==> config.mk <==
export PLATFORM = sky130hd
export DESIGN_NAME = mantissa_alu_seq
export DESIGN_NICKNAME = d
export VERILOG_FILES = /design/src/rtl/fp_alu_pkg.sv /design/src/rtl/shift_add_mul_core.sv /design/src/rtl/mantissa_alu_seq.sv
export SDC_FILE = /design/constraint.sdc
export NUM_CORES = 1
export LEC_CHECK = 0
export CORE_ASPECT_RATIO = 0.8
export CORE_MARGIN = 2
export CORE_UTILIZATION = 55
export DETAILED_ROUTE_END_ITERATION = 16
export HOLD_SLACK_MARGIN = 0.12
export PLACE_DENSITY = 0.76
export SETUP_SLACK_MARGIN = 0.15
export SYNTH_ARGS = -nofsm -noshare
export SYNTH_HDL_FRONTEND = slang
export SYNTH_SLANG_ARGS = --single-unit
==> constraint.sdc <==
create_clock -name clk -period 8.2 [get_ports clk]
set_clock_uncertainty 0.05 [all_clocks]
set_input_delay 1.64 -clock clk [delete_from_list [all_inputs] [get_ports clk]]
set_output_delay 1.64 -clock clk [all_outputs]
set_load 0.05 [all_outputs]
==> src/rtl/fp_alu_pkg.sv <==
// Shared definitions for the FP mantissa ALU: operation codes and the FSM state encoding.
// Used by the top and by the bench.
package fp_alu_pkg;

  localparam logic [1:0] OP_ADD = 2'b00;
  localparam logic [1:0] OP_SUB = 2'b01;
  localparam logic [1:0] OP_MUL = 2'b10;
  localparam logic [1:0] OP_RSV = 2'b11;  // executes as ADD

  typedef enum logic [1:0] {
    ST_IDLE    = 2'b00,
    ST_MUL_RUN = 2'b01,
    ST_DONE    = 2'b10
  } state_t;

endpackage

==> src/rtl/shift_add_mul_core.sv <==
// Iterative radix-2 shift-add multiplier: one partial product per cycle, always WIDTH steps.
// `last` flags the final step; `product_next` is the accumulator value that step produces.
module shift_add_mul_core #(
  parameter int WIDTH = 27
) (
  input  logic               clk,
  input  logic               rst_n,
  input  logic               start,
  input  logic [WIDTH-1:0]   multiplicand,
  input  logic [WIDTH-1:0]   multiplier,
  output logic               last,
  output logic [2*WIDTH-1:0] product_next
);

  localparam int CNT_W = $clog2(WIDTH + 1);

  logic [2*WIDTH-1:0] mcand;
  logic [WIDTH-1:0]   mplier;
  logic [2*WIDTH-1:0] acc;
  logic [CNT_W-1:0]   cnt;
  logic               run;

  // Multiplicand shifts left and multiplier shifts right each step, so step i
  // adds (multiplicand << i) when multiplier bit i is set without a barrel shifter.
  assign product_next = acc + (mplier[0] ? mcand : '0);
  assign last         = run && (cnt == CNT_W'(WIDTH - 1));

  // NOTE: sequential state uses non-blocking assignments so every register
  // samples the pre-edge values regardless of statement order.
  always_ff @(posedge clk) begin
    if (!rst_n) begin
      mcand  <= '0;
      mplier <= '0;
      acc    <= '0;
      cnt    <= '0;
      run    <= 1'b0;
    end else if (start) begin
      mcand  <= {{WIDTH{1'b0}}, multiplicand};
      mplier <= multiplier;
      acc    <= '0;
      cnt    <= '0;
      run    <= 1'b1;
    end else if (run) begin
      acc    <= product_next;
      mcand  <= mcand << 1;
      mplier <= mplier >> 1;
      cnt    <= cnt + CNT_W'(1);
      if (last) run <= 1'b0;
    end
  end

endmodule

==> src/rtl/mantissa_alu_seq.sv <==
// Handshaked sign-magnitude mantissa ALU: single-cycle ADD/SUB, iterative MUL,
// result registered and held in DONE until the downstream stage takes it.
module mantissa_alu_seq
  import fp_alu_pkg::*;
#(
  parameter int WIDTH = 27
) (
  input  logic               clk,
  input  logic               rst_n,
  input  logic               in_valid,
  output logic               in_ready,
  input  logic [WIDTH-1:0]   input_a,
  input  logic               sign_a,
  input  logic [WIDTH-1:0]   input_b,
  input  logic               sign_b,
  input  logic [1:0]         operation,
  output logic               out_valid,
  input  logic               out_ready,
  output logic [2*WIDTH-1:0] result,
  output logic               sign_result,
  output logic               carry,
  output logic               busy
);

  state_t             state;
  logic               accept;
  logic               is_mul;
  logic               mul_sign;
  logic               mul_last;
  logic [2*WIDTH-1:0] mul_product;

  logic               eff_sign_b;
  logic [WIDTH:0]     as_mag;
  logic               as_sign;

  assign in_ready  = (state == ST_IDLE);
  assign out_valid = (state == ST_DONE);
  assign busy      = (state == ST_MUL_RUN);
  assign accept    = in_valid && in_ready;
  assign is_mul    = (operation == OP_MUL);

  // NOTE: every always_comb output gets a default first so no path leaves it
  // unassigned, which would otherwise infer a latch.
  always_comb begin
    as_mag     = '0;
    as_sign    = 1'b0;
    eff_sign_b = sign_b ^ (operation == OP_SUB);
    if (sign_a == eff_sign_b) begin
      as_mag  = {1'b0, input_a} + {1'b0, input_b};
      as_sign = sign_a;
    end else if (input_a > input_b) begin
      as_mag  = {1'b0, input_a - input_b};
      as_sign = sign_a;
    end else if (input_a < input_b) begin
      as_mag  = {1'b0, input_b - input_a};
      as_sign = eff_sign_b;
    end
    // equal magnitudes with opposite signs fall through to +0
  end

  shift_add_mul_core #(.WIDTH(WIDTH)) u_mul (
    .clk          (clk),
    .rst_n        (rst_n),
    .start        (accept && is_mul),
    .multiplicand (input_a),
    .multiplier   (input_b),
    .last         (mul_last),
    .product_next (mul_product)
  );

  always_ff @(posedge clk) begin
    if (!rst_n) begin
      state       <= ST_IDLE;
      result      <= '0;
      sign_result <= 1'b0;
      carry       <= 1'b0;
      mul_sign    <= 1'b0;
    end else begin
      case (state)
        ST_IDLE: begin
          if (accept) begin
            if (is_mul) begin
              mul_sign <= sign_a ^ sign_b;
              state    <= ST_MUL_RUN;
            end else begin
              result      <= {{(WIDTH-1){1'b0}}, as_mag};
              sign_result <= as_sign;
              carry       <= as_mag[WIDTH];
              state       <= ST_DONE;
            end
          end
        end
        ST_MUL_RUN: begin
          if (mul_last) begin
            result      <= mul_product;
            sign_result <= mul_sign;
            carry       <= mul_product[2*WIDTH-1];
            state       <= ST_DONE;
          end
        end
        ST_DONE: begin
          if (out_ready) state <= ST_IDLE;
        end
        default: state <= ST_IDLE;
      endcase
    end
  end

endmodule

==> flow_summary.rst <==
.. list-table::
   :header-rows: 1

   * - Metric
     - Value
   * - Actual slew at the worst max-slew pin
     - 1160 ps
   * - Min Hold Slack
     - 405 ps
   * - Congestion Overflow GR
     - 0
   * - GR Util All Layers
     - 0.360
   * - Ys flop type
     - sky130_fd_sc_hd__dfxtp_1
   * - RSZ-0062 raised after global routing
     - false
   * - Number of I/O port buffers
     - 120
   * - Post-synthesis average cell area
     - 7.77 µm²
   * - Total clock buffers created by CTS
     - 17
   * - Outcome
     - finished, final reports clean
   * - Yosys warns
     - 0
   * - CP Max Fanout
     - 20
   * - Number of antenna violations at the first check in global routing
     - 1
   * - Area grow syn2layout
     - 12.2%
   * - IO Pins
     - 121
   * - Count of TritonRoute iterations in the first routing pass
     - 6
   * - Initial Util
     - 0.558
   * - Pwr dens
     - 152 mW/mm²
   * - Iteration-0 DRC count of the detailed router
     - 1610
   * - HPWL Detailed
     - 41.9 mm
   * - Net Count, Synth
     - 2222
   * - IR drop worst, VDD
     - 0.168 mV
   * - Die width
     - 193 µm
   * - Shortest clock period the worst path allows after layout
     - 5730 ps
   * - Post-Syn Instances
     - 2021
   * - RePlAce Congestion
     - 0.995
   * - Area of the die
     - 0.0299 mm²
   * - Startpoint kind of the worst setup timing path
     - input port
   * - Overall die height
     - 155 µm
   * - Final core utilization
     - 0.626
   * - Part of the Yosys area used for sequential elements
     - 0.255
   * - Final slew viol count
     - 0
   * - Arrival time reported for the critical path endpoint
     - 6080 ps
   * - Number of enable-type register cells in the synthesized netlist
     - 0
   * - Reported max-cap violation count
     - 0
   * - Setup Total Neg Slack
     - 0 ps
   * - Leakage power summed over all cells
     - 7.14 nW
   * - Register bit total from synthesis
     - 200
   * - Total count of hold-check failures in the final report
     - 0
   * - Count of fill cells added during filler insertion
     - 2608
   * - Latest clock arrival within the worst-skew pair
     - 460 ps
   * - Std cell rows
     - 55
   * - Final cycle utilization of the critical path
     - 0.699
   * - Clock edge transition at the registers on the reported setup and hold paths
     - 80 ps
   * - Cell area after technology mapping
     - 0.0157 mm²
   * - Worst hold-check path type
     - flip-flop to flip-flop
   * - Via total after detailed routing
     - 15700
   * - Final routed wire length divided by cell count
     - 22.5 µm
   * - Std-Cell Core Area
     - 0.0281 mm²
   * - Start-to-end type of the worst setup path
     - input port to flip-flop
   * - Clock tree from TritonCTS
     - yes
   * - Clock net sink count
     - 200
   * - Maximum number of pins on one net before global-route repair
     - 94
   * - Max Clk Rate
     - 175 MHz
   * - Kind of capture point of the worst setup path
     - flip-flop
   * - Post-CTS setup-driven buffer insertion count
     - 0
   * - Clock root buffer master
     - sky130_fd_sc_hd__clkbuf_16
   * - Number of cells upsized or downsized after cts
     - 0
   * - Distinct cell type count after synthesis
     - 84
   * - Via density
     - 6.43
   * - DRC errors left
     - 0
   * - H-tree lvl count
     - 4
   * - Cts hold-fix bufs
     - 0
   * - First-pass GRT wire length
     - 82.4 mm
   * - Antenna Violating Nets Remaining
     - 0
   * - Headroom to the max-slew limit
     - 0.225
   * - Sum of routed wire length over all layers
     - 54.7 mm
   * - Layout cells sized above 1
     - 0.0383
   * - Maximum root-to-sink buffer count
     - 2
   * - Vias in the first global route
     - 14300
   * - Number of nets in the final layout
     - 2253
   * - Share of flip-flops with an asynchronous set or reset
     - 0
   * - Endpoints failing setup
     - 0
   * - Required arrival time at the worst endpoint
     - 8550 ps
[stage by stage]
stage	setup slack, ps	total power [mW]	cell area [µm²]	instances
final	2470	2.67	17600	2436
after global placement	2230	1.79	17000	2403
after detailed placement	2170	1.79	17000	2403
after CTS	2630	2.65	17600	2435
after global routing	2270	2.76	17600	2435
after floorplan	3900	1.54	15700	2021
[registers in the layout, summed over array words and instances, names as in the netlist]
| register | cells |
|---|---|
| mul_sign | 1 |
| carry | 1 |
| u_mul.cnt | 5 |
| u_mul.mplier | 27 |
| u_mul.mcand | 54 |
| sign_result | 1 |
| u_mul.run | 1 |
| state | 2 |
| u_mul.acc | 54 |
| result | 54 |
[metal layers]
metal | GRT usage | share of wire | vias up
met2 | 0.529 | 0.42 | 809
met4 | 0.159 | 0.044 | 2
li1 | - | - | 7347
met1 | 0.509 | 0.45 | 7387
met5 | 0 | 0.00020 | -
met3 | 0.0679 | 0.087 | 123
[worst max-delay path, stage by stage]
cell and delay [ps]:
sky130_fd_sc_hd__clkdlybuf4s50_1 540, sky130_fd_sc_hd__inv_1 70, sky130_fd_sc_hd__ha_1 560, sky130_fd_sc_hd__and2_1 260
sky130_fd_sc_hd__o211ai_1 130, sky130_fd_sc_hd__a21oi_1 400, sky130_fd_sc_hd__a211oi_2 230, sky130_fd_sc_hd__o21ai_2 290
sky130_fd_sc_hd__and2_1 600, sky130_fd_sc_hd__buf_4 410, sky130_fd_sc_hd__nand2_1 340, sky130_fd_sc_hd__o22a_1 280
sky130_fd_sc_hd__a21oi_1 160, sky130_fd_sc_hd__a311o_1 170
[synthesized netlist by cell type (17+ instances only)]
| cell | number | area [µm²] |
|---|---|---|
| sky130_fd_sc_hd__clkbuf_1 | 96 | 360 |
| sky130_fd_sc_hd__nand3_1 | 45 | 225 |
| sky130_fd_sc_hd__dfxtp_1 | 200 | 4000 |
| sky130_fd_sc_hd__xnor2_1 | 54 | 473 |
| sky130_fd_sc_hd__nand4_1 | 28 | 175 |
| sky130_fd_sc_hd__a21o_1 | 51 | 383 |
| sky130_fd_sc_hd__and2_1 | 60 | 375 |
| sky130_fd_sc_hd__a31oi_1 | 22 | 138 |
| sky130_fd_sc_hd__mux2i_1 | 120 | 1200 |
| sky130_fd_sc_hd__o21ai_0 | 97 | 485 |
| sky130_fd_sc_hd__nor2_1 | 259 | 972 |
| sky130_fd_sc_hd__a21oi_1 | 158 | 791 |
| sky130_fd_sc_hd__nand2b_1 | 23 | 144 |
| sky130_fd_sc_hd__a211oi_1 | 73 | 548 |
| sky130_fd_sc_hd__o31ai_1 | 18 | 135 |
| sky130_fd_sc_hd__o21a_1 | 17 | 128 |
| sky130_fd_sc_hd__inv_1 | 97 | 364 |
| sky130_fd_sc_hd__nand2_1 | 114 | 428 |
| sky130_fd_sc_hd__nor3_1 | 38 | 190 |
| sky130_fd_sc_hd__a22oi_1 | 17 | 128 |
| sky130_fd_sc_hd__o21bai_1 | 28 | 210 |
| sky130_fd_sc_hd__xor2_1 | 26 | 228 |
| sky130_fd_sc_hd__ha_1 | 135 | 1690 |
[layout by cell type (no fill, tap or decap), drive strengths merged, types with 18 or more instances in the layout]
cell | Yosys | layout
nor2 | 259 | 259
nand3 | 45 | 45
clkbuf | 99 | 18
xor2 | 26 | 26
a211oi | 74 | 74
mux2i | 120 | 120
a21oi | 158 | 158
dfxtp | 200 | 200
buf | 30 | 21
inv | 98 | 109
a21o | 51 | 51
nand4 | 29 | 29
a31oi | 22 | 22
nand2b | 23 | 23
nand2 | 114 | 114
ha | 135 | 135
o31ai | 18 | 18
nor3 | 38 | 38
xnor2 | 54 | 54
o21ai | 107 | 107
o21bai | 29 | 29
and2 | 61 | 61
clkdlybuf4s50 | 0 | 120
[cell families (layout without fill, tap and decap cells)]
group           Yosys count  in the layout  synth area share
other cells               0              1                 0
buf+inv                 229            273            0.0574
xor+xnor                 81             81            0.0461
mux                     121            121            0.0773
compound gates          614            614             0.261
fa+ha+maj               139            139             0.113
flops                   200            200             0.255
simple gates            637            637             0.191
[cell type report]
| class | count | area (µm²) | area share |
|---|---|---|---|
| multi-input combinational | 1592 | 10800 | 0.614 |
| sequential | 200 | 4010 | 0.228 |
| timing repair buffer | 141 | 1360 | 0.0772 |
| tap | 370 | 463 | 0.0263 |
| clock buffer | 18 | 439 | 0.0249 |
| inverter | 100 | 375 | 0.0213 |
| clock inverter | 14 | 141 | 0.00803 |
| antenna | 1 | 2.50 | 0.000142 |
[path summary, 6_finish.rpt]
kind	slack, ps	to	from	cells after the start
max reg2reg	3530	u_mul.acc[50]$_SDFFE_PP0P_	u_mul.mplier[0]$_SDFFE_PN0P_	15
min	400	result[51]$_SDFFE_PN0P_	result[51]$_SDFFE_PN0P_	2
max	2470	result[26]$_SDFFE_PN0P_	input_a[4]	14
min reg2reg	400	result[51]$_SDFFE_PN0P_	result[51]$_SDFFE_PN0P_	2
[power by group]
part	switching (mW)	internal (mW)	total, mW
sequential	0.0397	1.01	1.05
clock	0.459	0.417	0.875
combinational	0.487	0.261	0.748
(Power assumes the default switching activity.)
